[src/rtl/multicycle_controller.sv]
// Main control FSM and ALU decoder for the multicycle RV32I datapath.
// Sequences each instruction through fetch/decode/execute/memory/writeback and drives the datapath controls.
module multicycle_controller #(
   parameter bit ERR_STICKY = 1'b1
) (
   input  logic       clk,
   input  logic       rst_n,
   input  logic [6:0] op,
   input  logic [2:0] funct3,
   input  logic       funct7b5,
   input  logic       zero,
   output logic       PCWrite,
   output logic       AdrSrc,
   output logic       MemWrite,
   output logic       IRWrite,
   output logic [1:0] ResultSrc,
   output logic [1:0] ALUSrcA,
   output logic [1:0] ALUSrcB,
   output logic       RegWrite,
   output logic [2:0] ALUControl,
   output logic [1:0] ImmSrc,
   output logic       illegal,
   output logic [3:0] stateOut
);

   typedef enum logic [3:0] {
      FETCH    = 4'd0,
      DECODE   = 4'd1,
      MEMADR   = 4'd2,
      MEMREAD  = 4'd3,
      MEMWB    = 4'd4,
      MEMWRITE = 4'd5,
      EXECR    = 4'd6,
      ALUWB    = 4'd7,
      EXECI    = 4'd8,
      JAL      = 4'd9,
      BEQ      = 4'd10,
      ERROR    = 4'd15
   } state_t;

   localparam logic [6:0] OP_LW   = 7'b0000011;
   localparam logic [6:0] OP_SW   = 7'b0100011;
   localparam logic [6:0] OP_R    = 7'b0110011;
   localparam logic [6:0] OP_I    = 7'b0010011;
   localparam logic [6:0] OP_JAL  = 7'b1101111;
   localparam logic [6:0] OP_BEQ  = 7'b1100011;

   state_t     state;
   state_t     next_state;
   logic [1:0] alu_op;
   logic       pc_update;
   logic       branch;
   logic       mem_write;
   logic       ir_write;
   logic       reg_write;
   logic       alu_f3_ok;
   logic       r_f7_bad;

   always_ff @(posedge clk) begin
      // NOTE: non-blocking assignment so every flop samples pre-edge values together.
      if (!rst_n) state <= FETCH;
      else        state <= next_state;
   end

   assign alu_f3_ok = (funct3 == 3'b000) || (funct3 == 3'b010) ||
                      (funct3 == 3'b110) || (funct3 == 3'b111);
   assign r_f7_bad  = (op == OP_R) && funct7b5 && (funct3 != 3'b000);

   always_comb begin
      // NOTE: every output gets a default first so no path leaves one unassigned (no latch).
      next_state = ERROR;
      pc_update  = 1'b0;
      branch     = 1'b0;
      AdrSrc     = 1'b0;
      mem_write  = 1'b0;
      ir_write   = 1'b0;
      reg_write  = 1'b0;
      ResultSrc  = 2'b00;
      ALUSrcA    = 2'b00;
      ALUSrcB    = 2'b00;
      alu_op     = 2'b00;
      illegal    = 1'b0;
      case (state)
         FETCH: begin
            ir_write   = 1'b1;
            ALUSrcB    = 2'b10;
            ResultSrc  = 2'b10;
            pc_update  = 1'b1;
            next_state = DECODE;
         end
         DECODE: begin
            ALUSrcA = 2'b01;
            ALUSrcB = 2'b01;
            case (op)
               OP_LW, OP_SW: next_state = MEMADR;
               OP_R:         next_state = (alu_f3_ok && !r_f7_bad) ? EXECR : ERROR;
               OP_I:         next_state = alu_f3_ok ? EXECI : ERROR;
               OP_JAL:       next_state = JAL;
               OP_BEQ:       next_state = (funct3 == 3'b000) ? BEQ : ERROR;
               default:      next_state = ERROR;
            endcase
         end
         MEMADR: begin
            ALUSrcA    = 2'b10;
            ALUSrcB    = 2'b01;
            next_state = op[5] ? MEMWRITE : MEMREAD;
         end
         MEMREAD: begin
            AdrSrc     = 1'b1;
            next_state = MEMWB;
         end
         MEMWB: begin
            ResultSrc  = 2'b01;
            reg_write  = 1'b1;
            next_state = FETCH;
         end
         MEMWRITE: begin
            AdrSrc     = 1'b1;
            mem_write  = 1'b1;
            next_state = FETCH;
         end
         EXECR: begin
            ALUSrcA    = 2'b10;
            alu_op     = 2'b10;
            next_state = ALUWB;
         end
         EXECI: begin
            ALUSrcA    = 2'b10;
            ALUSrcB    = 2'b01;
            alu_op     = 2'b10;
            next_state = ALUWB;
         end
         ALUWB: begin
            reg_write  = 1'b1;
            next_state = FETCH;
         end
         JAL: begin
            ALUSrcA    = 2'b01;
            ALUSrcB    = 2'b10;
            pc_update  = 1'b1;
            next_state = ALUWB;
         end
         BEQ: begin
            ALUSrcA    = 2'b10;
            alu_op     = 2'b01;
            branch     = 1'b1;
            next_state = FETCH;
         end
         ERROR: begin
            illegal    = 1'b1;
            next_state = ERR_STICKY ? ERROR : FETCH;
         end
         default: next_state = ERROR;
      endcase
   end

   // Enables are gated by rst_n so an aborted instruction never commits a write.
   assign PCWrite  = rst_n & (pc_update | (branch & zero));
   assign MemWrite = rst_n & mem_write;
   assign IRWrite  = rst_n & ir_write;
   assign RegWrite = rst_n & reg_write;
   assign stateOut = state;

   always_comb begin
      ALUControl = 3'b000;
      case (alu_op)
         2'b01: ALUControl = 3'b001;
         2'b10: begin
            case (funct3)
               3'b000:  ALUControl = (op[5] & funct7b5) ? 3'b001 : 3'b000;
               3'b010:  ALUControl = 3'b101;
               3'b110:  ALUControl = 3'b011;
               3'b111:  ALUControl = 3'b010;
               default: ALUControl = 3'b000;
            endcase
         end
         default: ALUControl = 3'b000;
      endcase
   end

   always_comb begin
      case (op)
         OP_SW:   ImmSrc = 2'b01;
         OP_BEQ:  ImmSrc = 2'b10;
         OP_JAL:  ImmSrc = 2'b11;
         default: ImmSrc = 2'b00;
      endcase
   end

endmodule

[config.mk]
export PLATFORM = sky130hd
export DESIGN_NAME = multicycle_controller
export DESIGN_NICKNAME = d
export VERILOG_FILES = /design/src/rtl/multicycle_controller.sv
export SDC_FILE = /design/constraint.sdc
export NUM_CORES = 1
export LEC_CHECK = 0
export ABC_AREA = 1
export CAP_MARGIN = 10
export CORE_MARGIN = 1.5
export CORE_UTILIZATION = 40
export CTS_BUF_LIST = sky130_fd_sc_hd__clkbuf_8
export CTS_CLUSTER_SIZE = 40
export DETAILED_ROUTE_END_ITERATION = 10
export PLACE_DENSITY = 0.83
export REMOVE_ABC_BUFFERS = 1
export SETUP_SLACK_MARGIN = 0.4
export SYNTH_ARGS = -nofsm -noshare
export SYNTH_HDL_FRONTEND = slang
export SYNTH_SLANG_ARGS = --single-unit
[constraint.sdc]
create_clock -name clk -period 1.6 [get_ports clk]
set_input_delay 0.16 -clock clk [delete_from_list [all_inputs] [get_ports clk]]
set_output_delay 0.16 -clock clk [all_outputs]
set_load 0.1 [all_outputs]
==> results.tsv, run 1 <==
stage	metric	value	unit
run_status	status	did not finish	
run_status	haltStage	clock tree synthesis	
run_status	stop_error	[ERROR DPL-0038] Utilization greater than 100%, impossible to legalize	
clocking	cts_setup_buffers	14	
clocking	cts-resized-gates	109	
die	io_pins	35	
die	start_util	42.6	%
synth	syn_inst	122	
clocking	clock_sinks	4	
die	core.rowCount	14	
synth	synth-main-ff-cell	dfxtp_1	
synth	yosysSeqAreaShare	12.5	%
placed_design	hpwl	2.27	mm
clocking	cts_buffer_depth	2	
clocking	cts-hold-fix-buffers	0	
synth	synth.most_common_cell	nand2_1	
clocking	cts-root-buf	clkbuf_8	
synth	yosysTopAreaCell	nand2_1	
clocking	numCtsBuffers	3	
die	die_w	43.1	µm
clocking	htree_levels	1	
synth	yosys.cell_types.count	21	
die	die_h	43.1	µm
synth	ys_warn_count	0	
synth	synth_edf_count	0	
synth	synth_area_per_cell	5.26	µm²
placed_design	io_buffers	34	
synth	synth.cell_area	642	µm²
synth	synth_area_leaders	nand2_1 18%, nor2_1 16%, dfxtp_1 12%	
synth	ys_ff_latch	4	
placed_design	gp_congestion	0.920	
synth	async_flop_share	0	%
placed_design	dp.cells	192	
synth	yosysTopAreaCellShare	17.5	%
synth	synthTopCellsByCount	30 x nand2_1, 27 x nor2_1, 21 x inv_1, 6 x inv_2, 5 x a21oi_1	
[stage by stage]
stage | setup WS (ps) | util (%) | area (µm²) | setup TNS (ps)
detailed placement | -424 | 90.4 | 1360 | -1370
global placement | -278 | 90.4 | 1360 | -681
floorplan | -3320 | - | 642 | -26800
[kinds of logic after synthesis]
kind of cell,share of synthesized area (%)
flip-flops,12.5
buffers and inverters,15.8
AND/OR/NAND/NOR,55.4
adder cells (fa/ha/maj),3.90
AO/OA/AOI/OAI,12.5
==> run 2: changes to the inputs <==
CORE_AREA = 2 2 63 65   (was unset)
CORE_MARGIN = unset   (was 1.5)
CORE_UTILIZATION = unset   (was 40)
CTS_BUF_LIST = unset   (was sky130_fd_sc_hd__clkbuf_8)
CTS_CLUSTER_SIZE = unset   (was 40)
DIE_AREA = 0 0 65 67   (was unset)
PLACE_DENSITY = unset   (was 0.83)
PLACE_DENSITY_LB_ADDON = 0.15   (was unset)
SETUP_SLACK_MARGIN = unset   (was 0.4)
==> run 2 against run 1 <==
The flow now finishes, with violations (negative setup slack). Area after synthesis is the same. Synthesized cell count is the same.
==> results.tsv, run 2 <==
stage	metric	value	unit	change
timing	post-route-min-period	1940	ps	
finish	num-nets-final	211		
clocking	clock_latency	210	ps	
clocking	clock_sinks	4		unchanged
clocking	cts_tree	yes		
synth	syn_inst	122		unchanged
drt	drtIter0Drc	25		
synth	synth.cell_area	642	µm²	unchanged
timing	slew_headroom	79.7	%	
critical_path	max_stage_delay	340	ps	
critical_path	cp_max_fo	3		
synth	yosys.cell_types.count	21		unchanged
synth	ys_ff_latch	4		unchanged
finish	largest_reg_flops	4		
synth	synth_area_leaders	nand2_1 18%, nor2_1 16%, dfxtp_1 12%		
synth	synthTopCellsByCount	30 x nand2_1, 27 x nor2_1, 21 x inv_1, 6 x inv_2, 5 x a21oi_1		
die	coreArea	0.00361	mm²	
critical_path	path_common_cell	inv_2		
timing	finClkSkew	4.84	ps	
finish	utilization	46.7	%	
timing	setup_violations	6		
timing	finalHoldViolCount	0		
synth	async_flop_share	0	%	unchanged
synth	yosysTopAreaCell	nand2_1		
timing	setup_slack	-338	ps	
critical_path	cp.required	1440	ps	
die	core.rowCount	22		+8
grt	overflow	0		
synth	synth.most_common_cell	nand2_1		
synth	yosysTopAreaCellShare	17.5	%	unchanged
die	start_util	17.8	%	-25 points
timing	setup_tns	-1140	ps	
synth	synth_area_per_cell	5.26	µm²	unchanged
placed_design	dp.cells	225		+17%
critical_path	crit_arrival	1780	ps	
finish	final_common_cell	buf_4		
synth	synth-main-ff-cell	dfxtp_1		
placed_design	dp_worst_setup_slack	-375	ps	+48.7 ps
drt	route.met3.wl	117	µm	
drt	maxUsedRoutingLayer	met4		
run	maxCapViolCount	0		
clocking	cts-hold-fix-buffers	0		unchanged
critical_path	worst-path-buf-inv	6		
placed_design	hpwl	1.85	mm	-19%
grt	antenna_found_initial	0		
placed_design	io_buffers	34		unchanged
drt	vias	1008		
drt	wl_met1	924	µm	
run_status	status	finished with violations		
finish	fin_cells	241		
finish	areaGrowthSynthToFinish	162	%	
timing	slew_violations	0		
timing	worst_slew_pin_slew	303	ps	
grt	grt_pass1_vias	959		
timing	fmax	516	MHz	
critical_path	cp_top_family	buffers and inverters		
die	io_pins	35		unchanged
critical_path	path_class	reg2out		
finish	num_antenna_cells	0		
die	die_h	67	µm	+56%
finish	mostFrequentLayoutCells	33 x buf_4, 26 x nand2_1, 20 x buf_12		
die	die-area	0.00436	mm²	
finish	drive_gt1_share	56.0	%	
clocking	cts_buffer_depth	2		unchanged
grt	grt_max_degree	8		
drt	via_per_inst	4.18		
grt	grt_first_pass_wirelength	3.94	mm	
drt	wl	2.44	mm	
drt	avgRoutedWirePerCell	10.1	µm	
synth	yosysSeqAreaShare	12.5	%	unchanged
drt	met2WireLength	1.38	mm	
run_status	failed_checks	negative setup slack		
clocking	htree_levels	1		unchanged
die	die_w	65	µm	+51%
clocking	cts.reportedPaths.clkPinSlew	30	ps	
critical_path	start_kind	register		
synth	ys_warn_count	0		unchanged
drt	drt_first_pass_iters	4		
clocking	cts-root-buf	clkbuf_8		
drt	drc	0		
timing	rsz0062_at_grt	yes		
placed_design	gp_congestion	0.784		-15%
synth	synth_edf_count	0		unchanged
worst_hold_path	hp-class	in2reg		
critical_path	critical_path.slowest_cell	dfxtp_2		
timing	post-route-period-util	121	%	
grt	grt.total_usage	11.3	%	
critical_path	crit_chain	inv_2 -> nor2_4 -> inv_2 -> nor2_4 -> inv_2 -> ha_4 -> inv_2 -> nand2_2 -> nor4_2 -> buf_4 -> buf_12		
clocking	numCtsBuffers	3		unchanged
drt	antenna_left	0		
critical_path	reg2reg_slack	180	ps	
critical_path	crit_path_end_kind	output pin		
==> run 2: cell counts after synthesis <==
No cell type changed its count.
==> run 2: logic make-up (layout without fill, tap and decap cells) <==
family                     count (synthesis)  after routing  share of synthesized area, %
buffers and inverters                     27             98                          15.8
DFF                                        4              4                          12.5
AOI/OAI and AO/OA                         13             13                          12.5
and+or+nand+nor                           76             76                          55.4
adders and majority gates                  2              2                          3.90
==> run 2: tightest hold or removal path: stages <==
cell	delay, ps
dlymetal6s2s_1	170
o211ai_1	130
nand3_1	90
nand2_1	50
a21oi_1	120
==> run 2: final timing paths <==
check	startpoint	end	cells after the start
setup / recovery	stateOut[3]	ALUControl[2]	11
hold / removal	op[5]	stateOut[1]	5
setup reg to reg	stateOut[2]	stateOut[0]	7
hold reg to reg	stateOut[0]	stateOut[0]	4
==> run 2: cell type report <==
cell class                 instances  area [µm²]
multi-input combinational         91         574
fill                             340        1920
inverter                          27         104
clock buffer                       3        41.3
timing repair buffer              68         817
tap                               48        60.1
sequential                         4        87.6
==> run 2: per-stage QoR <==
step | hold WS (ps) | instance area (µm²)
after floorplan | 377 | 642
after global placement | 748 | 1410
after detailed placement | 755 | 1410
after CTS | 704 | 1540
after global routing | 631 | 1680
final | 542 | 1680
==> run 2: routing by layer <==
metal	vias up	GRT usage, %
met4	0	3.19
met3	2	2.53
li1	520	-
met2	27	21.9
met1	459	12.1
met5	-	0
==> run 2: repair_timing <==
action | 4_1_cts | 5_1_grt
setup endpoints to repair | 8 | 14
gates cloned | 0 | 0
setup buffers | 5 | 8
resized for setup | 22 | 28
pin swaps | 5 | 12
Power of run 2 is left out: the tool's default activity adds up to more than one toggle a clock period on the data nets, which glitch-free logic cannot reach.
